--- src/rtl/filo_stack.sv ---
// filo_stack: parametrised pointer-addressed LIFO stack.
//
// Push and pop may happen in the same cycle:
//   - On a non-empty stack this replaces the top entry.
//   - On an empty stack the push data bypasses straight to dout_o.
// Pop data is registered and comes with a one-cycle valid strobe.
// The stack also provides occupancy, full/empty/almost-full status and
// sticky overflow/underflow error flags.
//
// Optional feature: define FILO_STACK_PEEK_EN to add an indexed peek port.
//
// Parameters:
//   DEPTH        number of entries (>= 2, any integer)
//   WIDTH        data width
//   AFULL_THRESH almost_full_o asserts when count_o >= AFULL_THRESH (1..DEPTH)
//
// Ports:
//   clk_i, reset_i      clock; synchronous active-high reset
//   push_i, din_i       push din_i onto the top of the stack
//   pop_i               pop the top entry to dout_o
//   clear_err_i         clear the sticky error flags
//   dout_o              registered pop data; holds the last popped value
//   dout_valid_o        one-cycle strobe, high when dout_o was updated
//   top_o               current top entry (0 when empty)
//   count_o             occupancy, 0..DEPTH
//   full_o, empty_o     occupancy status
//   almost_full_o       high when count_o >= AFULL_THRESH
//   overflow_o          sticky: push while full without a pop
//   underflow_o         sticky: pop while empty without a push
//   peek_idx_i          (FILO_STACK_PEEK_EN) peek depth, 0 = top
//   peek_data_o         (FILO_STACK_PEEK_EN) entry at that depth, 0 if invalid
//   peek_valid_o        (FILO_STACK_PEEK_EN) high when peek_idx_i < count_o
module filo_stack #(
  parameter int unsigned DEPTH        = 8,
  parameter int unsigned WIDTH        = 8,
  parameter int unsigned AFULL_THRESH = DEPTH - 1
) (
  input  logic                       clk_i,
  input  logic                       reset_i,
  input  logic                       push_i,
  input  logic [WIDTH-1:0]           din_i,
  input  logic                       pop_i,
  input  logic                       clear_err_i,
  output logic [WIDTH-1:0]           dout_o,
  output logic                       dout_valid_o,
  output logic [WIDTH-1:0]           top_o,
  output logic [$clog2(DEPTH):0]     count_o,
  output logic                       full_o,
  output logic                       empty_o,
  output logic                       almost_full_o,
  output logic                       overflow_o,
  output logic                       underflow_o
`ifdef FILO_STACK_PEEK_EN
  ,
  input  logic [$clog2(DEPTH)-1:0]   peek_idx_i,
  output logic [WIDTH-1:0]           peek_data_o,
  output logic                       peek_valid_o
`endif
);

  localparam int unsigned IW = $clog2(DEPTH);
  localparam int unsigned CW = IW + 1;

  // Storage and registered state
  logic [WIDTH-1:0] mem_q [DEPTH];
  logic [WIDTH-1:0] mem_d [DEPTH];
  logic [CW-1:0]    count_q,      count_d;
  logic [WIDTH-1:0] dout_q,       dout_d;
  logic             dout_valid_q, dout_valid_d;
  logic             overflow_q,   overflow_d;
  logic             underflow_q,  underflow_d;

  // Derived pointers/status.
  // The count doubles as the write index; the top entry sits just below it.
  logic          is_full;
  logic          is_empty;
  logic [IW-1:0] wr_idx;
  logic [IW-1:0] top_idx;

  assign is_full  = (count_q == CW'(DEPTH));
  assign is_empty = (count_q == '0);
  assign wr_idx   = IW'(count_q);
  assign top_idx  = IW'(count_q - CW'(1));

  // Next-state logic
  always_comb begin
    count_d      = count_q;
    dout_d       = dout_q;
    dout_valid_d = 1'b0;
    overflow_d   = overflow_q;
    underflow_d  = underflow_q;
    mem_d        = mem_q;

    // Clear first so that an error event later in this block wins.
    if (clear_err_i) begin
      overflow_d  = 1'b0;
      underflow_d = 1'b0;
    end

    case ({push_i, pop_i})
      2'b10: begin
        if (is_full) begin
          overflow_d = 1'b1;
        end else begin
          mem_d[wr_idx] = din_i;
          count_d       = count_q + CW'(1);
        end
      end

      2'b01: begin
        if (is_empty) begin
          underflow_d = 1'b1;
        end else begin
          dout_d       = mem_q[top_idx];
          dout_valid_d = 1'b1;
          count_d      = count_q - CW'(1);
        end
      end

      2'b11: begin
        // Replace the top entry, or bypass when there is nothing stored.
        dout_valid_d = 1'b1;
        if (is_empty) begin
          dout_d = din_i;
        end else begin
          dout_d         = mem_q[top_idx];
          mem_d[top_idx] = din_i;
        end
      end

      default: ;
    endcase
  end

  // Control registers with synchronous reset
  always_ff @(posedge clk_i) begin
    if (reset_i) begin
      count_q      <= '0;
      dout_q       <= '0;
      dout_valid_q <= 1'b0;
      overflow_q   <= 1'b0;
      underflow_q  <= 1'b0;
    end else begin
      count_q      <= count_d;
      dout_q       <= dout_d;
      dout_valid_q <= dout_valid_d;
      overflow_q   <= overflow_d;
      underflow_q  <= underflow_d;
    end
  end

  // Storage is not reset; writes are suppressed while reset is asserted
  always_ff @(posedge clk_i) begin
    if (!reset_i) begin
      mem_q <= mem_d;
    end
  end

  // Outputs
  assign dout_o        = dout_q;
  assign dout_valid_o  = dout_valid_q;
  assign count_o       = count_q;
  assign full_o        = is_full;
  assign empty_o       = is_empty;
  assign almost_full_o = (count_q >= CW'(AFULL_THRESH));
  assign overflow_o    = overflow_q;
  assign underflow_o   = underflow_q;
  assign top_o         = is_empty ? '0 : mem_q[top_idx];

`ifdef FILO_STACK_PEEK_EN
  // Indexed read counted down from the top; zero outside the occupied region
  logic [IW-1:0] peek_addr;
  assign peek_valid_o = (CW'(peek_idx_i) < count_q);
  assign peek_addr    = IW'(count_q - CW'(1) - CW'(peek_idx_i));
  assign peek_data_o  = peek_valid_o ? mem_q[peek_addr] : '0;
`endif

endmodule

--- config.mk ---
export PLATFORM = sky130hd
export DESIGN_NAME = filo_stack
export DESIGN_NICKNAME = d
export VERILOG_FILES = /design/src/rtl/filo_stack.sv
export SDC_FILE = /design/constraint.sdc
export NUM_CORES = 1
export LEC_CHECK = 0
export ABC_AREA = 1
export CAP_MARGIN = 20
export CORE_ASPECT_RATIO = 1.75
export CORE_UTILIZATION = 43
export CTS_CLUSTER_DIAMETER = 120
export DETAILED_ROUTE_END_ITERATION = 8
export PLACE_DENSITY = 0.65
export SLEW_MARGIN = 0
export SYNTH_ARGS = -nofsm -noshare
export SYNTH_HDL_FRONTEND = slang
export SYNTH_SLANG_ARGS = --single-unit
--- constraint.sdc ---
create_clock -name clk_i -period 2.69 [get_ports clk_i]
set_clock_uncertainty 0.2 [all_clocks]
set_input_delay 0.807 -clock clk_i [delete_from_list [all_inputs] [get_ports clk_i]]
set_output_delay 0.807 -clock clk_i [all_outputs]
set_load 0.005 [all_outputs]
Yosys cells after proc, flatten, opt, wreduce, memory -nomap -nowiden:

Index checks and enable logic that the tools add are counted.

* add/subtract/negate cells: 2
* bitwise gates (word level): 3
* reductions and logical operators: 9
* order comparisons: 5
* $mul: 0
* divide/modulo/power cells: 0
* shift-type cells: 0
* mux-type cells: 27
* eq/ne operators: 7

Operators by type and width (count)
* $bwmux 64: 2
* $mux 64: 2
* $pmux 64 s2: 1
* $mux 8: 7
* $demux 8 s3: 2
* $bmux 8 s3: 1
* $pmux 8 s2: 1
* $ge 4x4->1 const B: 2
* $lt 4x1->1 const B: 2
* $mux 4: 2
* $not 3->4: 2
* $pmux 4 s2: 1
* $mux 1: 7
* $ne 2x2->1 const B: 3
* $reduce_bool 2->1: 3
* $add 4x1->4 const B: 1
* $eq 2x2->1 const B: 2
* $eq 4x4->1 const B: 1
* $ge 4x3->1 const B: 1
* $logic_not 4->1: 1
* $reduce_and 4->1: 1
* $sub 4x1->4 const B: 1
* $reduce_and 3->1: 1
* $eq 2x1->1 const B: 1
* other kinds (4): 5

* bits of input ports: 13
* latch bits: 0
* register bits: 79
* memories kept: 0
* logic and storage cells: 66
* output and inout bits: 26
* RAM bits: 0
* memory bits (read-only): 0

Depth between registers and ports, before layout:

Gate-level depths: netlist of run 1.

* depth in word-level cells: 9
* depth in mapped cells: 11
* depth with buffers taken out: 10

Least setup slack after synthesis of run 1:

No wires, ideal clock.

* kind: register -> output
* start point: register count_q[0], in the netlist count_o[0]
* end point: output port top_o[0]
* path buffers: 2
* data arrival time: 1.668 ns
* data required time: 1.683 ns
* setup slack: 0.015 ns
* stages on the path, launching flop included: 10
* cell sequence: dfxtp_1 -> inv_2 -> buf_2 -> ha_1 -> inv_1 -> clkbuf_1 -> nand3_1 -> nand2_1 -> nand2_1 -> a21oi_1

* longest elaborated chain between the ends: 6
* elaborated cells on any way between the ends: 7
* those cells by class: add/sub: 1; mux: 4; bitwise: 1; reduce/logical: 1

RTL lines
* start: declaration: line 67 `logic [CW-1:0] count_q, count_d;`
* start signal: assignment: line 144 `count_q <= count_d;`
* $sub 4x1->4
* $not 3->4 (not written as such): line 168 `assign top_o = is_empty ? '0 : mem_q[top_idx];`
* $bmux 8 s3: line 168
* $mux 8 (not written as such) (2 in a row): line 168
* $mux 8 *: line 168
* end: declaration: line 46 `output logic [WIDTH-1:0] top_o,`

Mark *: on every way between the ends. The rest lies on a longest branch, timed or not. The select of a mux whose other input is x is not followed.

Worst setup path after layout of run 1:

* start point: register count_q[0], in the netlist count_o[0]
* end point: output port top_o[7]

The elaborated chain is that of the path after synthesis.

==> results.tsv, run 1 <==
metric	value	unit
GPL Wtd Cong	1.02	
cts bufs inserted	9	
Total Power	3.64	mW
FFs w/ async S/R, synth	0	%
worst hold path class	reg2reg	
Worst Tran Pin Value	452	ps
Die H	130	um
Max clock buf depth	2	
top post-synthesis cells by area	edfxtp_1 (48%), nand2_1 (16%), nor2_1 (7.7%)	
WP data arrival	1810	ps
# H-tree levels	3	
RSZ-0062 raised after global routing	true	
top cell type's share of synthesized area	48.1	%
worst path bufs/invs	4	
fin crit share	105	%
pin count of the biggest net entering global routing	41	
storage element area	2230	um^2
synthesized cell area	4000	um^2
Chip Width	74.9	um
Worst VDD drop	391	uV
diode count	0	
Synth cell types	28	
Starting Density	44.3	%
crit path max-delay cell type	dfxtp_4	
Multi-input gate area	1660	um^2
GRT Overall Usage	26.5	%
FMAX	356	MHz
Iter 0 DRT Violations	272	
Crit path max-delay family	buffers and inverters	
CP peak stage delay	380	ps
yosys warns	0	
via/cell ratio	5.15	
failing checks	negative setup slack	
Synth Instances	490	
Post-synth top cells	nand2_1 (166), nor2_1 (82), edfxtp_1 (64)	
Routed WL	12.1	mm
IO Pins	39	
GRT overflow	0	
Syn Nets	506	
clock slew at reported path FFs	60	ps
Setup Viol. Count Final	8	
startpoint types	flip-flop	
Yosys reg bits	79	
Site Rows	46	
# Max-Cap Violations	0	
hold-fix buffer count after cts	0	
root buf cell	clkbuf_16	
share of cells above drive strength 1	26.4	%
DP Wirelength	8.22	mm
Pre-antenna DRT Iters	5	
Setup crit end kind	output port	
Core ar.	9040	um^2
first-pass GRT wire length	18.3	mm
Clk Latency, worst-skew pair	340	ps
Crit Path Category	reg2out	
Seq/Total Area, Yosys	55.6	%
syn_area_per_cell	8.16	um^2
Area growth syn-to-layout	37.9	%
Post-synth EDFFs	64	
# DRC	0	
Hold WS	273	ps
GR Util met3	5.05	%
WL/cell	16.9	um
initial antenna violation count	0	
Max FO, Critical Path	8	
most frequent cell after synthesis	nand2_1	
Req. time, crit path	1680	ps
predominant post-synthesis flop cell	edfxtp_1	
GRT met1 Usage	27.6	%
CTS tree	done	
CP most frequent cell	nand2_2	
via count	3684	
fillers	785	
worst setup margin	-122	ps
Leakage	2.53	nW
run status	finished with violations	
area leader, netlist	edfxtp_1	
PortBufs	38	
Clock Sinks	79	
layer with the highest usage	met2	
Final Max Slew Viols	0	
Final min period	2810	ps
cells along the critical path	inv_6 -> ha_4 -> inv_4 -> buf_6 -> nand3_2 -> nand2_2 -> nand2_2 -> a21oi_2 -> buf_2	
Rel. slew slack	69.8	%
power per cell area	660	nW/um^2
Die Area	9700	um^2
nets	606	
Final Hold Viols	0	
ANT nets after route	0	
vias in the first global route	3599	
GR Util met2	46.0	%
## power breakdown
group          internal [mW]  switching (mW)  total (mW)
Clock                  0.628           0.489        1.12
Sequential              1.38          0.0216        1.40
Combinational          0.490           0.633        1.12
## final cells by class
cell class / count / area share, %
inverter: 60 / 4.49
clock buffer: 10 / 4.15
multi-input combinational: 338 / 30.1
sequential: 79 / 40.4
clock inverter: 6 / 0.794
timing repair buffer: 102 / 17.4
tap: 120 / 2.72
## cell usage in the layout (no fill, tap or decap), drive strengths merged
cell | netlist | final
nand2 | 173 | 174
nor2 | 84 | 84
buf | 8 | 71
edfxtp | 64 | 64
inv | 58 | 60
a21oi | 30 | 30
clkdlybuf4s50 | 0 | 27
nand3 | 22 | 22
o21ai | 18 | 18
dfxtp | 15 | 15
clkbuf | 6 | 12
clkinvlp | 0 | 3
clkinv | 2 | 3
ha | 3 | 3
nor3 | 2 | 2
dlymetal6s2s | 0 | 2
o22ai | 2 | 2
nand4 | 1 | 1
a32oi | 1 | 1
a22o | 1 | 1
## tightest hold or removal path, cell delays in order (launching register included)
cell	delay (ps)
dfxtp_1	310
nand2_1	60
a21oi_1	60
## flip-flops by register name, summed over array words and instances (netlist names)
signal / cells
mem_q: 64
dout_o: 8
count_o: 4
dout_valid_o: 1
overflow_o: 1
underflow_o: 1
## through the flow
stage	setup WS (ps)	util [%]	cells	TNS (ps)	cell area [um^2]
after floorplan	14.7	-	490	0	4000
after global placement	-313	53.7	685	-2360	4850
after detailed placement	-338	53.7	685	-3570	4850
after CTS	-72.2	59.6	708	-560	5380
after global routing	-172	61.0	715	-1220	5520
final	-122	61.0	715	-757	5520
## worst paths after layout
check                          startpoint                     end  slack, ps  cells past startpoint
setup / recovery  count_o[0]$_SDFFE_PP0P_                top_o[7]       -120                      9
hold / removal     underflow_o$_SDFF_PP0_  underflow_o$_SDFF_PP0_        270                      2
setup reg to reg  count_o[1]$_SDFFE_PP0P_     mem_q[14]$_DFFE_PP_        310                     12
hold reg to reg    underflow_o$_SDFF_PP0_  underflow_o$_SDFF_PP0_        270                      2
## repair_timing
item,CTS,global route
resized for setup,88,16
gates cloned,2,3
pin swaps,15,8
setup buffers,5,4
setup endpoints to repair,11,10
## routing by layer
metal / wire (um) / vias up / part of all wire (%)
met2: 6350 / 107 / 52
li1: - / 1764 / -
met5: 0 / - / 0
met4: 860 / 0 / 7.1
met1: 4380 / 1762 / 36
met3: 512 / 51 / 4.2
## cell families (layout without fill, tap and decap cells)
group	Yosys count	in the layout	synth area share, %
simple gates	282	283	28.5
buf+inv	74	178	7.54
fa+ha+maj	3	3	0.939
flops	79	79	55.6
compound gates	52	52	7.48
Note: power is estimated with default switching activity, not from simulation.
==> run 2, diff against run 1 <==
--- a/config.mk
+++ b/config.mk
@@ -8,10 +8,10 @@
 export ABC_AREA = 1
 export CAP_MARGIN = 20
 export CORE_ASPECT_RATIO = 1.75
-export CORE_UTILIZATION = 43
+export CORE_UTILIZATION = 45
 export CTS_CLUSTER_DIAMETER = 120
 export DETAILED_ROUTE_END_ITERATION = 8
-export PLACE_DENSITY = 0.65
+export PLACE_DENSITY = 0.68
 export SLEW_MARGIN = 0
 export SYNTH_ARGS = -nofsm -noshare
 export SYNTH_HDL_FRONTEND = slang
==> results.tsv, run 2 (synthesis results as in run 1) <==
metric	value	unit	change
min-delay src	overflow_o$_SDFF_PP0_		
fin crit share	104	%	-0.32 points
Routed WL	13.0	mm	+7.1%
WL/cell	18.3	um	+8.1%
GPL Wtd Cong	0.946		-7.1%
Req. time, crit path	1680	ps	about the same
Crit Path Category	reg2out		
Pre-antenna DRT Iters	5		unchanged
worst setup margin	-114	ps	+8.60 ps
worst hold path class	reg2reg		
Starting Density	46.1	%	+1.9 points
GRT Overall Usage	30.0	%	+3.5 points
Clock Sinks	79		unchanged
GRT overflow	0		unchanged
Core ar.	8670	um^2	-4.0%
DP Wirelength	8.71	mm	+6.0%
# DRC	0		unchanged
share of cells above drive strength 1	25.5	%	-0.84 points
Chip Width	73.3	um	-2.2%
crit path launch	count_o[0]$_SDFFE_PP0P_		
Rel. slew slack	68.9	%	-0.98 points
# H-tree levels	3		unchanged
Final Max Slew Viols	0		unchanged
startpoint types	flip-flop		
cts bufs inserted	9		unchanged
WP data arrival	1800	ps	about the same
ANT nets after route	0		unchanged
Final Hold Viols	0		unchanged
hold-fix buffer count after cts	0		unchanged
max FFs per register	64		unchanged
Leakage	2.56	nW	+0.89%
nets	602		-0.66%
PortBufs	38		unchanged
IO Pins	39		unchanged
Setup Viol. Count Final	8		unchanged
initial antenna violation count	0		unchanged
failing checks	negative setup slack		
Worst VDD drop	488	uV	+25%
Area growth syn-to-layout	37.0	%	
Iter 0 DRT Violations	357		+31%
Worst Tran Pin Value	466	ps	+14.7 ps
Die Area	9280	um^2	-4.3%
clock slew at reported path FFs	60	ps	about the same
pin count of the biggest net entering global routing	33		-20%
via count	3782		+2.7%
Largest Register	mem_q		
Site Rows	45		-2.2%
Hold WS	266	ps	-7.31 ps
Die H	127	um	-2.2%
first-pass GRT wire length	19.7	mm	+8.1%
vias in the first global route	3817		+6.1%
diode count	0		unchanged
CTS tree	done		
most frequent cells in the layout	nand2_1 (148), nor2_1 (82), edfxtp_1 (64), buf_4 (51), inv_1 (49)		
run status	finished with violations		
Clk Latency, worst-skew pair	340	ps	about the same
commonest non-fill, non-tap cell in the layout	nand2_1		
FMAX	357	MHz	+0.31%
Final min period	2800	ps	-8.60 ps
Max FO, Critical Path	9		+1
via/cell ratio	5.34		+3.7%
root buf cell	clkbuf_16		
RSZ-0062 raised after global routing	true		
Setup TNS Final	-572	ps	+186 ps
worst reg2reg path startpoint	count_o[0]$_SDFFE_PP0P_		
Max clock buf depth	2		unchanged
Setup crit end kind	output port		
# Max-Cap Violations	0		unchanged
power per cell area	678	nW/um^2	+2.6%
-- run 2: cell count changes in the layout (fill, tap and decap cells not counted), sizes merged --
cell           before  now
bufbuf              0    2
clkbuf             12   10
clkinv              3    5
buf                71   66
dlygate4sd2         0    1
bufinv              0    1
clkdlybuf4s50      27   26
clkinvlp            3    1
-- run 2: repair_timing --
action,CTS,global route
pin swaps,12,7
gates cloned,3,2
endpoints found under the setup margin,11,11
resized for setup,73,25
setup buffers,3,0
-- run 2: final timing paths --
check | end | slack (ps) | depth (start not counted)
setup / recovery | top_o[2] | -110 | 8
hold / removal | overflow_o$_SDFF_PP0_ | 270 | 2
setup reg to reg | mem_q[15]$_DFFE_PP_ | 410 | 11
hold reg to reg | overflow_o$_SDFF_PP0_ | 270 | 2
-- run 2: layout make-up --
type	count	area, um^2
Inverter	60	250
Timing Repair Buffer	98	928
Clock inverter	7	70.1
Multi-Input combinational cell	338	1630
Fill cell	751	3190
Tap cell	117	146
Clock buffer	9	225
Sequential cell	79	2230
-- run 2: power by group --
| group | switching [mW] | internal (mW) | total (mW) |
|---|---|---|---|
| Clock | 0.497 | 0.720 | 1.22 |
| Sequential | 0.0266 | 1.38 | 1.41 |
| Combinational | 0.625 | 0.462 | 1.09 |
-- run 2: through the flow --
stage	std cells	total power [mW]	setup WS [ps]	instance area [um^2]	utilization [%]
floorplan	490	1.89	14.7	4000	-
global placement	684	2.32	-262	4860	56.1
detailed placement	684	2.33	-300	4860	56.1
CTS	706	3.64	-52.5	5380	62.0
global route	708	3.85	-179	5480	63.2
finish	708	3.71	-114	5480	63.2
-- run 2: per-layer routing --
metal / up-vias / global-route usage (%) / share of wire (%)
met1: 1821 / 31.7 / 34
met3: 53 / 6.59 / 6.0
li1: 1755 / - / -
met5: - / 0 / 0
met4: 0 / 22.6 / 7.0
met2: 153 / 50.6 / 53
-- run 2: critical path, stage by stage (launching register included) --
cell and delay (ps):
dfxtp_4 380, inv_8 60, ha_4 320, buf_12 140, nand3_2 80, nand2_1 90, nand2_2 60, a21oi_2 190
buf_2 140
==> run 3, diff against run 2 <==
--- a/config.mk
+++ b/config.mk
@@ -6,12 +6,12 @@
 export NUM_CORES = 1
 export LEC_CHECK = 0
 export ABC_AREA = 1
-export CAP_MARGIN = 20
 export CORE_ASPECT_RATIO = 1.75
 export CORE_UTILIZATION = 45
 export CTS_CLUSTER_DIAMETER = 120
 export DETAILED_ROUTE_END_ITERATION = 8
 export PLACE_DENSITY = 0.68
+export SETUP_SLACK_MARGIN = 0.3
 export SLEW_MARGIN = 0
 export SYNTH_ARGS = -nofsm -noshare
 export SYNTH_HDL_FRONTEND = slang
==> results.tsv, run 3 (synthesis results as in run 1) <==
metric	value	unit	change
run status	finished with violations		
failing checks	negative setup slack		
Final min period	2830	ps	+29.8 ps
startpoint types	flip-flop		
Setup crit end kind	output port		
Max FO, Critical Path	4		-5
DP Cell Count	684		unchanged
Site Rows	45		unchanged
pin count of the biggest net entering global routing	24		-27%
GRT overflow	0		unchanged
Clock Sinks	79		unchanged
DP Wirelength	7.87	mm	-9.7%
final core occ	66.9	%	+3.7 points
PortBufs	38		unchanged
Starting Density	46.1	%	unchanged
pre-CTS setup slack	-162	ps	+138 ps
worst setup margin	-143	ps	-29.8 ps
Routed WL	12.4	mm	-4.2%
Core ar.	8670	um^2	unchanged
storage element area	2230	um^2	-0.11%
# Max-Cap Violations	0		unchanged
GRT met1 Usage	30.7	%	-0.97 points
worst path bufs/invs	4		+1
internal power	2.69	mW	+5.0%
Area growth syn-to-layout	45.0	%	
GR Util met2	48.5	%	-2.1 points
FMAX	353	MHz	-1.1%
Gate power share	33.2	%	+3.9 points
Setup Viol. Count Final	9		+1
# H-tree levels	3		unchanged
Crit path max-delay family	buffers and inverters		
Final Max Slew Viols	0		unchanged
ANT nets after route	0		unchanged
commonest non-fill, non-tap cell in the layout	nand2_1		
final non-filler cell total	732		+3.4%
clock slew at reported path FFs	60	ps	about the same
Final Instance Area	5800	um^2	+5.8%
CP most frequent cell	nand2_2		
GRT Overall Usage	28.1	%	-1.9 points
layer with the highest usage	met2		
GPL Wtd Cong	0.996		+5.4%
Req. time, crit path	1680	ps	about the same
crit path max-delay cell type	dfxtp_2		
Die Area	9280	um^2	unchanged
Chip Width	73.3	um	unchanged
vias in the first global route	3753		-1.7%
nets	627		+4.2%
sequential share of power	36.0	%	-1.9 points
Worst VDD drop	438	uV	-10%
Total Power	3.90	mW	+5.1%
CTS tree	done		
Leakage	2.66	nW	+4.0%
Max clock buf depth	2		unchanged
fillers	704		-6.3%
Pre-antenna DRT Iters	5		unchanged
cells along the critical path	inv_4 -> ha_4 -> buf_12 -> buf_16 -> nand3_4 -> nand2_2 -> nand2_2 -> a21oi_2 -> buf_2		
GR Util met3	4.45	%	-2.1 points
worst hold path class	reg2reg		
Clk Latency, worst-skew pair	340	ps	about the same
most frequent cells in the layout	nand2_1 (130), nor2_1 (79), buf_4 (66), edfxtp_1 (64), inv_1 (48)		
# DRC	0		unchanged
WP data arrival	1830	ps	+30 ps
fin crit share	105	%	+1.1 points
max FFs per register	64		unchanged
Worst Tran Pin Value	493	ps	+26.8 ps
via/cell ratio	5.25		-1.7%
share of cells above drive strength 1	33.5	%	+7.9 points
Largest Register	mem_q		
RSZ-0062 raised after global routing	true		
Die H	127	um	unchanged
FF-to-FF setup slack	-80	ps	-490 ps
Switch Pwr	1.21	mW	+5.5%
Rel. slew slack	67.1	%	-1.8 points
diode count	0		unchanged
first-pass GRT wire length	18.9	mm	-4.2%
cts bufs inserted	9		unchanged
via count	3842		+1.6%
hold-fix buffer count after cts	0		unchanged
root buf cell	clkbuf_16		
IO Pins	39		unchanged
initial antenna violation count	0		unchanged
Crit Path Category	reg2out		
CP peak stage delay	350	ps	-30 ps
Final Hold Viols	0		unchanged
power per cell area	673	nW/um^2	-0.67%
Multi-input gate area	1760	um^2	+7.8%
Placement Cell Area	4920	um^2	+1.1%
WL/cell	17.0	um	-7.4%
Iter 0 DRT Violations	452		+27%
Clock Power Share	30.7	%	-2.1 points
switching share of power	31.1	%	+0.10 points
==> run 3: per-layer routing <==
metal / routed length [um] / vias up
li1: - / 1794
met1: 4330 / 1796
met2: 6530 / 190
met3: 649 / 62
met4: 905 / 0
met5: 0 / -
==> run 3: what timing repair did <==
action,CTS,global route
pin swaps,22,23
resized for setup,105,36
endpoints found under the setup margin,20,86
endpoints found under the hold margin,0,0
cloned,3,0
buffers inserted,26,4
==> run 3: worst paths after layout <==
path                                              start                      to  cells past startpoint
worst min-delay path             underflow_o$_SDFF_PP0_  underflow_o$_SDFF_PP0_                      2
worst max-delay path            count_o[0]$_SDFFE_PP0P_                top_o[3]                      9
worst min register to register   underflow_o$_SDFF_PP0_  underflow_o$_SDFF_PP0_                      2
worst max register to register  count_o[0]$_SDFFE_PP0P_  dout_o[3]$_SDFFE_PP0P_                     19
==> run 3: final cells by class <==
cell class / count / area share (%)
clock inverters: 5 / 1.01
flip-flops and latches: 79 / 38.4
multi-input cells: 337 / 30.3
clock buffers: 10 / 3.95
repair buffers: 124 / 19.5
well taps: 117 / 2.52
inverters: 60 / 4.27
==> run 3: power groups by stage <==
stage          clock network [mW]  logic [mW]  registers (mW)
3_3_place_gp                    0       0.906            1.43
5_1_grt                      1.25        1.39            1.41
6_report                     1.20        1.30            1.41
3_5_place_dp                    0       0.918            1.43
4_1_cts                      1.20        1.16            1.41
2_1_floorplan                   0       0.502            1.43
==> run 3: metrics by stage <==
step                hold WS [ps]  setup TNS, ps
floorplan                    254              0
finish                       270           -737
global placement             251          -1780
CTS                          277           -305
global route                 298          -1150
detailed placement           269          -2050
==> run 3: tightest hold or removal path, delay by kind of cell, from the launching register on <==
family          cells  cell delay (ps)
simple gates        1               60
flops               1              310
compound gates      1               60
